`src/rtl/seg_to_dec_capture.sv`:
```
// Decodes an active-low 7-segment (+DP) bus back to a decimal digit once the pattern is stable.
// Define SEG_DP_CHECK_EN to require DP off for legal/blank patterns and to include DP in the stability compare.
module seg_to_dec_capture #(
  parameter int STABLE_CYCLES = 4,
  parameter int DEPTH         = 4
) (
  input  logic               clk,
  input  logic               resetn,
  input  logic [7:0]         display,
  output logic [3:0]         digit,
  output logic               valid,
  output logic               err,
  output logic [4*DEPTH-1:0] history,
  output logic [7:0]         digit_count
);

  localparam logic [7:0] CNT_MAX  = 8'(STABLE_CYCLES);
  localparam logic [7:0] CNT_FIRE = 8'(STABLE_CYCLES - 1);
`ifdef SEG_DP_CHECK_EN
  localparam logic [7:0] CMP_MASK = 8'hFF;
`else
  localparam logic [7:0] CMP_MASK = 8'h7F;
`endif

  typedef enum logic {TRACK, LOCKED} state_t;

  state_t               r_state;
  logic [7:0]           r_sample;
  logic [7:0]           r_cnt;
  logic                 w_same;
  logic                 w_legal;
  logic                 w_blank;
  logic [3:0]           w_value;
  logic [4*DEPTH-1:0]   w_hist_next;

  // Returns {legal, value} for the segment bits g..a.
  function automatic logic [4:0] decode7(input logic [6:0] seg);
    case (seg)
      7'h40:   decode7 = 5'h10;
      7'h79:   decode7 = 5'h11;
      7'h24:   decode7 = 5'h12;
      7'h30:   decode7 = 5'h13;
      7'h19:   decode7 = 5'h14;
      7'h12:   decode7 = 5'h15;
      7'h02:   decode7 = 5'h16;
      7'h78:   decode7 = 5'h17;
      7'h00:   decode7 = 5'h18;
      7'h10:   decode7 = 5'h19;
      default: decode7 = 5'h00;
    endcase
  endfunction

  always_comb begin
    w_same              = ((display ^ r_sample) & CMP_MASK) == 8'h00;
    {w_legal, w_value}  = decode7(display[6:0]);
    w_blank             = (display[6:0] == 7'h7F);
`ifdef SEG_DP_CHECK_EN
    // A lit decimal point disqualifies both digits and blank.
    if (!display[7]) begin
      w_legal = 1'b0;
      w_blank = 1'b0;
    end
`endif
  end

  generate
    if (DEPTH == 1) begin : g_hist1
      assign w_hist_next = w_value;
    end else begin : g_histn
      assign w_hist_next = {history[4*DEPTH-5:0], w_value};
    end
  endgenerate

  always_ff @(posedge clk) begin
    if (!resetn) begin
      r_state     <= TRACK;
      r_sample    <= 8'hFF;
      r_cnt       <= 8'd0;
      digit       <= 4'd0;
      valid       <= 1'b0;
      err         <= 1'b0;
      history     <= '0;
      digit_count <= 8'd0;
    end else begin
      valid    <= 1'b0;
      err      <= 1'b0;
      r_sample <= display;
      if (w_same) begin
        if (r_cnt != CNT_MAX) r_cnt <= r_cnt + 8'd1;
        if (r_state == TRACK && r_cnt == CNT_FIRE) begin
          r_state <= LOCKED;
          if (w_legal) begin
            valid   <= 1'b1;
            digit   <= w_value;
            history <= w_hist_next;
            if (digit_count != 8'hFF) digit_count <= digit_count + 8'd1;
          end else if (!w_blank) begin
            err <= 1'b1;
          end
        end
      end else begin
        r_cnt   <= 8'd0;
        r_state <= TRACK;
      end
    end
  end

endmodule

```
`config.mk`:
```
export PLATFORM = sky130hd
export DESIGN_NAME = seg_to_dec_capture
export DESIGN_NICKNAME = d
export VERILOG_FILES = /design/src/rtl/seg_to_dec_capture.sv
export SDC_FILE = /design/constraint.sdc
export NUM_CORES = 1
export LEC_CHECK = 0
export ABC_AREA = 1
export CAP_MARGIN = 20
export CORE_ASPECT_RATIO = 0.7
export CORE_MARGIN = 1.5
export CORE_UTILIZATION = 52
export CTS_BUF_LIST = sky130_fd_sc_hd__clkbuf_4 sky130_fd_sc_hd__clkbuf_8 sky130_fd_sc_hd__clkbuf_16
export DETAILED_ROUTE_END_ITERATION = 8
export MAX_ROUTING_LAYER = met4
export PLACE_DENSITY = 0.84
export SLEW_MARGIN = 25
export SYNTH_ARGS = -nofsm -noshare
export SYNTH_HDL_FRONTEND = slang
export SYNTH_SLANG_ARGS = --single-unit
```
`constraint.sdc`:
```
create_clock -name clk -period 1.85 [get_ports clk]
set_input_delay 0.555 -clock clk [delete_from_list [all_inputs] [get_ports clk]]
set_output_delay 0.555 -clock clk [all_outputs]
set_load 0.005 [all_outputs]
```
==> results of run 1 <==
==> logic make-up after synthesis <==
family,share of synthesized area
flops,0.373
buf+inv,0.139
simple gates,0.410
compound gates,0.0233
xor+xnor,0.0388
fa+ha+maj,0.0166
==> what timing repair did <==
item / 4_1_cts / 5_1_grt
pin swaps: 3 / 1
setup endpoints to repair: 34 / 25
buffers inserted: 2 / 1
gates resized for setup: 9 / 13
==> sequential cells by signal, indices dropped and copies added, names as in the netlist <==
| register | cells |
|---|---|
| digit | 3 |
| valid | 1 |
| r_cnt | 8 |
| history | 13 |
| err | 1 |
| r_sample | 7 |
| r_state | 1 |
| digit_count | 8 |
==> cells in the final DEF (no fill, tap or decap), drive strengths merged <==
cell / n
nand2: 92
nor2: 51
dfxtp: 42
nand3: 34
clkdlybuf4s50: 31
inv: 31
buf: 27
xor2: 7
nand4: 7
dlygate4sd2: 6
clkbuf: 6
a21oi: 5
clkinv: 3
nor4: 3
or2: 3
ha: 3
xnor2: 3
nor3: 2
nand3b: 2
o21ai: 1
o2111ai: 1
and2: 1
a31oi: 1
a211oi: 1
bufinv: 1
==> synthesized netlist by cell type (2+ instances only) <==
library cell  count  area, sq um
clkbuf_1          2         7.51
nor2_2            3         18.8
nand2_2          12         75.1
inv_2             3         11.3
nand3_1          32          160
a21oi_1           5         25.0
or2_2             3         18.8
nor2_1           45          169
dfxtp_1          42          841
ha_1              3         37.5
buf_6             2         22.5
nor2_8            2         40.0
buf_4            19          143
inv_1            28          105
nand2_1          79          297
nand4_1           7         43.8
xor2_1            7         61.3
nor3_1            2         10.0
xnor2_1           3         26.3
nor4_1            3         18.8
==> how the worst max path moves through the flow <==
stage / from / to / slack (ns) / depth (start not counted)
2_1_floorplan: display[5] / history[9] / 0.14 / 8
3_3_place_gp: display[4] / history[4] / -0.47 / 11
3_5_place_dp: display[6] / history[4] / -0.53 / 9
4_1_cts: display[6] / history[5] / 0.03 / 12
5_1_grt: display[2] / history[6] / -0.02 / 13
6_report: digit_count[3] / digit_count[3] / 0.06 / 1
==> through the flow <==
stage / utilization / instances / setup WS [ns]
final: 0.711 / 416 / 0.0551
after global routing: 0.711 / 416 / -0.0248
after CTS: 0.703 / 415 / 0.0293
after detailed placement: 0.669 / 405 / -0.530
after global placement: 0.669 / 405 / -0.466
after floorplan: - / 316 / 0.144
==> cell type report <==
type,count,area [sq um]
Timing Repair Buffer,65,607
Sequential cell,42,847
Clock buffer,5,68.8
Tap cell,52,65.1
Clock inverter,3,40.0
Multi-Input combinational cell,217,1120
Inverter,32,121
Fill cell,313,1170
==> power by group through the flow <==
stage	Clock (W)	Combinational [W]	Sequential, W
6_report	0.000718	0.000133	0.000915
5_1_grt	0.000777	0.000144	0.000916
4_1_cts	0.000730	0.000128	0.000915
3_5_place_dp	0	0.000131	0.000936
3_3_place_gp	0	0.000127	0.000936
2_1_floorplan	0	0.0000763	0.000936
==> per-layer routing <==
metal | up-vias | GRT usage
li1 | 1071 | -
met1 | 957 | 0.294
met2 | 53 | 0.389
met3 | 7 | 0.0709
met4 | 0 | 0.0605
met5 | - | -
==> impl_metrics.env, run 1 <==
export IMPL_cts_root_buf="clkbuf_8"
export IMPL_synth_seq_area_share=0.373
export IMPL_synth_distinct_cells=34
export IMPL_hpwl_mm=3.64
export IMPL_min_path_cells=2
export IMPL_placed_area_sq_um=2700
export IMPL_syn_cell_area_sq_um=2260
export IMPL_drc=0
export IMPL_power_frac_clock=0.407
export IMPL_synthToLayoutAreaGrowth_pct=27.3
export IMPL_die_width_um=81.7
export IMPL_critPathMaxStageDelay_ns=0.53
export IMPL_whs_ns=0.463
export IMPL_maxSlewViolCount=0
export IMPL_postSynthAreaPerCell_sq_um=7.14
export IMPL_finalCritPeriodShare=0.970
export IMPL_ir_worst_vdd_v=0.000666
export IMPL_worstMarginPinSlew_ns=0.351
export IMPL_numPortBuffers=38
export IMPL_vias_per_cell=5.02
export IMPL_wl_mm=5.07
export IMPL_met1_length_mm=2.48
export IMPL_drive_gt1_frac=0.206
export IMPL_reg2reg_depth=8
export IMPL_clock_path_buffers=2
export IMPL_grt_pass1_vias=1900
export IMPL_syn_nets=329
export IMPL_num_rows=19
export IMPL_vias=2088
export IMPL_ant_nets=0
export IMPL_finalWeightedCongestion=0.897
export IMPL_min_to="history[15]"
export IMPL_start_util=0.559
export IMPL_io_pins=40
export IMPL_die_height_um=58.1
export IMPL_status="complete, no violations"
export IMPL_clk_pin_slew_ns=0.08
export IMPL_r2r_end="digit_count[2]"
export IMPL_clock_sinks=42
export IMPL_finalSetupTns_ns=0
export IMPL_dr_wl_met3_um=237
export IMPL_worst_setup_path_start_kind="flop"
export IMPL_overflow=0
export IMPL_grtUsageTotal=0.241
export IMPL_relSlewSlack=0.764
export IMPL_crit_type="flop to output port"
export IMPL_power_w=0.00177
export IMPL_cap_viol_max_count=0
export IMPL_hold_buffers=0
export IMPL_finClkSkew_ns=0.0100
export IMPL_crit_required_ns=1.29
export IMPL_crit_chain="clkdlybuf4s50_1"
export IMPL_critical_path_top_delay_family="buffers and inverters"
export IMPL_arrival_ns=1.24
export IMPL_setup_viol=0
export IMPL_syn_inst=316
export IMPL_yosysWarnings=0
export IMPL_synthArstFlopShare=0
export IMPL_combPwrFrac=0.075
export IMPL_leakage_nw=1.30
export IMPL_switching_share=0.227
export IMPL_fin_nets=376
export IMPL_synth_edf_count=0
export IMPL_grt_pass1_wl_mm=8.36
export IMPL_total_switching_power_w=0.000400
export IMPL_seq_power_share=0.518
export IMPL_synth_seq_cells=42
export IMPL_top_layer="met4"
export IMPL_cp_max_fo=5
export IMPL_crit_path_end_kind="output port"
export IMPL_cp_slowest_cell="clkdlybuf4s50_1"
export IMPL_dr_wl_met2_mm=2.29
export IMPL_htreeDepth=2
export IMPL_clock_latency_ns=0.30
export IMPL_fmax_mhz=557
export IMPL_drt_iter0_markers=102
export IMPL_path_buf_inv=1
export IMPL_rr_startpoint="r_cnt[0]"
export IMPL_p_per_area_nw_per_um2=615
export IMPL_hold_violations=0
export IMPL_dr_pass1_iters=4
export IMPL_grt_max_degree=26
export IMPL_hp_class="flop to flop"
export IMPL_cts_inserted_buffers=5
export IMPL_rrSetupSlack_ns=0.16
export IMPL_wl_per_cell_um=12.2
export IMPL_die_area_sq_um=4750
export IMPL_final_area_sq_um=2870
export IMPL_synth_top_flop_cell="dfxtp_1"
export IMPL_tritoncts="done"
export IMPL_min_period_ns=1.79
export IMPL_antenna_cells=0
export IMPL_power_internal_w=0.00137
export IMPL_antenna_found_initial=0
export IMPL_min_from="history[11]"
export IMPL_core_area_sq_um=4040
Power figures use the tool's default switching activity.
==> run 2, diff against run 1 <==
--- a/config.mk
+++ b/config.mk
@@ -7,13 +7,15 @@
 export LEC_CHECK = 0
 export ABC_AREA = 1
 export CAP_MARGIN = 20
-export CORE_ASPECT_RATIO = 0.7
+export CORE_ASPECT_RATIO = 0.5
 export CORE_MARGIN = 1.5
 export CORE_UTILIZATION = 52
 export CTS_BUF_LIST = sky130_fd_sc_hd__clkbuf_4 sky130_fd_sc_hd__clkbuf_8 sky130_fd_sc_hd__clkbuf_16
+export CTS_CLUSTER_SIZE = 28
 export DETAILED_ROUTE_END_ITERATION = 8
 export MAX_ROUTING_LAYER = met4
 export PLACE_DENSITY = 0.84
+export SETUP_SLACK_MARGIN = 0.02
 export SLEW_MARGIN = 25
 export SYNTH_ARGS = -nofsm -noshare
 export SYNTH_HDL_FRONTEND = slang
==> run 2 against run 1 <==
  * Register-to-register slack is essentially flat
  * Worst hold slack worse by 0.0015 ns
  * First-iteration DRC count rose by 12%
  * Maximum frequency is essentially flat
  * Sequential share of layout area down 0.36 points
  * Die area increased by 0.38%
  * Count of clock-buffer cells in the layout did not move
  * Core utilization rose by 1.2 points
  * Flip-flop and latch count did not move
  * Cell area is 1.2% higher
  * Clock power up 24%
  * Global-route usage up 0.67 points
  * Largest cell class unchanged
  * Largest power group unchanged
==> impl_metrics.env, run 2 (synthesized netlist as in run 1, its figures left out) <==
export IMPL_status="complete, no violations"
export IMPL_io_pins=40
export IMPL_worst_setup_path_start_kind="flop"
export IMPL_final_area_sq_um=2910
export IMPL_dr_pass1_iters=4
export IMPL_rsz0062_at_grt="false"
export IMPL_vias=2199
export IMPL_die_height_um=49.6
export IMPL_cp_max_fo=3
export IMPL_hold_buffers=0
export IMPL_finClkSkew_ns=0.00954
export IMPL_maxSlewViolCount=0
export IMPL_drc=0
export IMPL_antenna_found_initial=0
export IMPL_hp_class="flop to flop"
export IMPL_rr_startpoint="r_cnt[0]"
export IMPL_grt_max_degree=23
export IMPL_cap_viol_max_count=0
export IMPL_cp_slowest_cell="clkdlybuf4s50_1"
export IMPL_drt_iter0_markers=114
export IMPL_cts_inserted_buffers=5
export IMPL_critical_path_top_delay_family="buffers and inverters"
export IMPL_core_area_sq_um=4020
export IMPL_stdcell_count=417
export IMPL_power_internal_w=0.00151
export IMPL_ant_nets=0
export IMPL_hpwl_mm=3.67
export IMPL_htreeDepth=2
export IMPL_clock_sinks=42
export IMPL_synthToLayoutAreaGrowth_pct=28.8
export IMPL_crit_required_ns=1.29
export IMPL_finalWeightedCongestion=0.907
export IMPL_dp_cells=405
export IMPL_crit_type="flop to output port"
export IMPL_top_register="history"
export IMPL_r2r_end="digit_count[4]"
export IMPL_combPwrFrac=0.074
export IMPL_wl_mm=5.70
export IMPL_start_util=0.561
export IMPL_hold_violations=0
export IMPL_num_rows=16
export IMPL_min_period_ns=1.79
export IMPL_crit_chain="clkdlybuf4s50_1"
export IMPL_min_path_cells=2
export IMPL_relSlewSlack=0.707
export IMPL_overflow=0
export IMPL_fin_nets=375
export IMPL_reg2reg_depth=9
export IMPL_finalCritPeriodShare=0.969
export IMPL_placed_area_sq_um=2720
export IMPL_die_area_sq_um=4770
export IMPL_grtUsageTotal=0.247
export IMPL_leakage_nw=1.30
export IMPL_cts_root_buf="clkbuf_8"
export IMPL_clk_pin_slew_ns=0.09
export IMPL_top_regs="history (13), digit_count (8), r_cnt (8)"
export IMPL_antenna_cells=0
export IMPL_clock_latency_ns=0.31
export IMPL_setup_viol=0
export IMPL_layout_commonest_cell="nand2_1"
export IMPL_seq_power_share=0.470
export IMPL_arrival_ns=1.24
export IMPL_worstMarginPinSlew_ns=0.435
export IMPL_largest_register_ff_count=13
export IMPL_grt_pass1_vias=1995
export IMPL_fmax_mhz=558
export IMPL_tritoncts="done"
export IMPL_p_per_area_nw_per_um2=670
export IMPL_path_buf_inv=1
export IMPL_wl_per_cell_um=13.7
export IMPL_critPathMaxStageDelay_ns=0.53
export IMPL_rrSetupSlack_ns=0.15
export IMPL_final_cell_mix="nand2_1, nor2_1, dfxtp_1"
export IMPL_numPortBuffers=38
export IMPL_ir_worst_vdd_v=0.000348
export IMPL_drive_gt1_frac=0.242
export IMPL_die_width_um=96.2
export IMPL_power_frac_clock=0.457
export IMPL_grt_pass1_wl_mm=8.74
export IMPL_total_switching_power_w=0.000440
export IMPL_min_to="history[8]"
export IMPL_clock_path_buffers=2
export IMPL_switching_share=0.226
export IMPL_crit_path_end_kind="output port"
export IMPL_vias_per_cell=5.27
export IMPL_min_from="history[4]"
run 2: how the worst max path moves through the flow:
stage	start	endpoint	slack, ns	cells after the start
detailed placement	display[4]	history[4]	-0.51	11
finish	history[5]	history[5]	0.06	1
global placement	display[6]	digit_count[0]	-0.44	13
CTS	digit_count[4]	digit_count[4]	0.02	1
floorplan	display[5]	history[9]	0.14	8
global route	history[5]	history[5]	0.01	1
run 2: what timing repair did:
action | in CTS | in global routing
cloned | 1 | 0
hold endpoints to repair | 0 | 0
gates resized for setup | 9 | 32
pin swaps | 2 | 6
setup buffers | 0 | 3
setup endpoints to repair | 33 | 31
run 2: metal layers:
| metal | track usage | routed length (um) | up-vias |
|---|---|---|---|
| met5 | - | 0 | - |
| met2 | 0.405 | 2810 | 92 |
| li1 | - | - | 1068 |
| met1 | 0.279 | 2330 | 1014 |
| met3 | 0.0710 | 338 | 25 |
| met4 | 0.118 | 223 | 0 |
run 2: cell type report:
class                   instances  area (sq um)
inverters                      32           121
flip-flops and latches         42           847
well taps                      54          67.6
multi-input cells             218          1160
clock inverters                 3          68.8
fillers                       306          1120
clock buffers                   5          68.8
repair buffers                 63           574
run 2: power groups by stage:
stage,sequential (W),combinational (W),clock [W]
2_1_floorplan,0.000936,0.0000763,0
5_1_grt,0.000916,0.000155,0.000929
6_report,0.000916,0.000144,0.000890
4_1_cts,0.000915,0.000130,0.000884
3_3_place_gp,0.000936,0.000126,0
3_5_place_dp,0.000936,0.000131,0
run 2: metrics by stage:
stage / total power (W) / utilization / setup TNS (ns) / setup slack [ns] / hold slack, ns
2_1_floorplan: 0.00101 / - / 0 / 0.144 / 0.439
3_3_place_gp: 0.00106 / 0.675 / -12.11 / -0.443 / 0.447
3_5_place_dp: 0.00107 / 0.675 / -14.59 / -0.511 / 0.459
4_1_cts: 0.00193 / 0.712 / 0 / 0.0249 / 0.465
5_1_grt: 0.00200 / 0.723 / 0 / 0.0150 / 0.489
6_report: 0.00195 / 0.723 / 0 / 0.0566 / 0.462
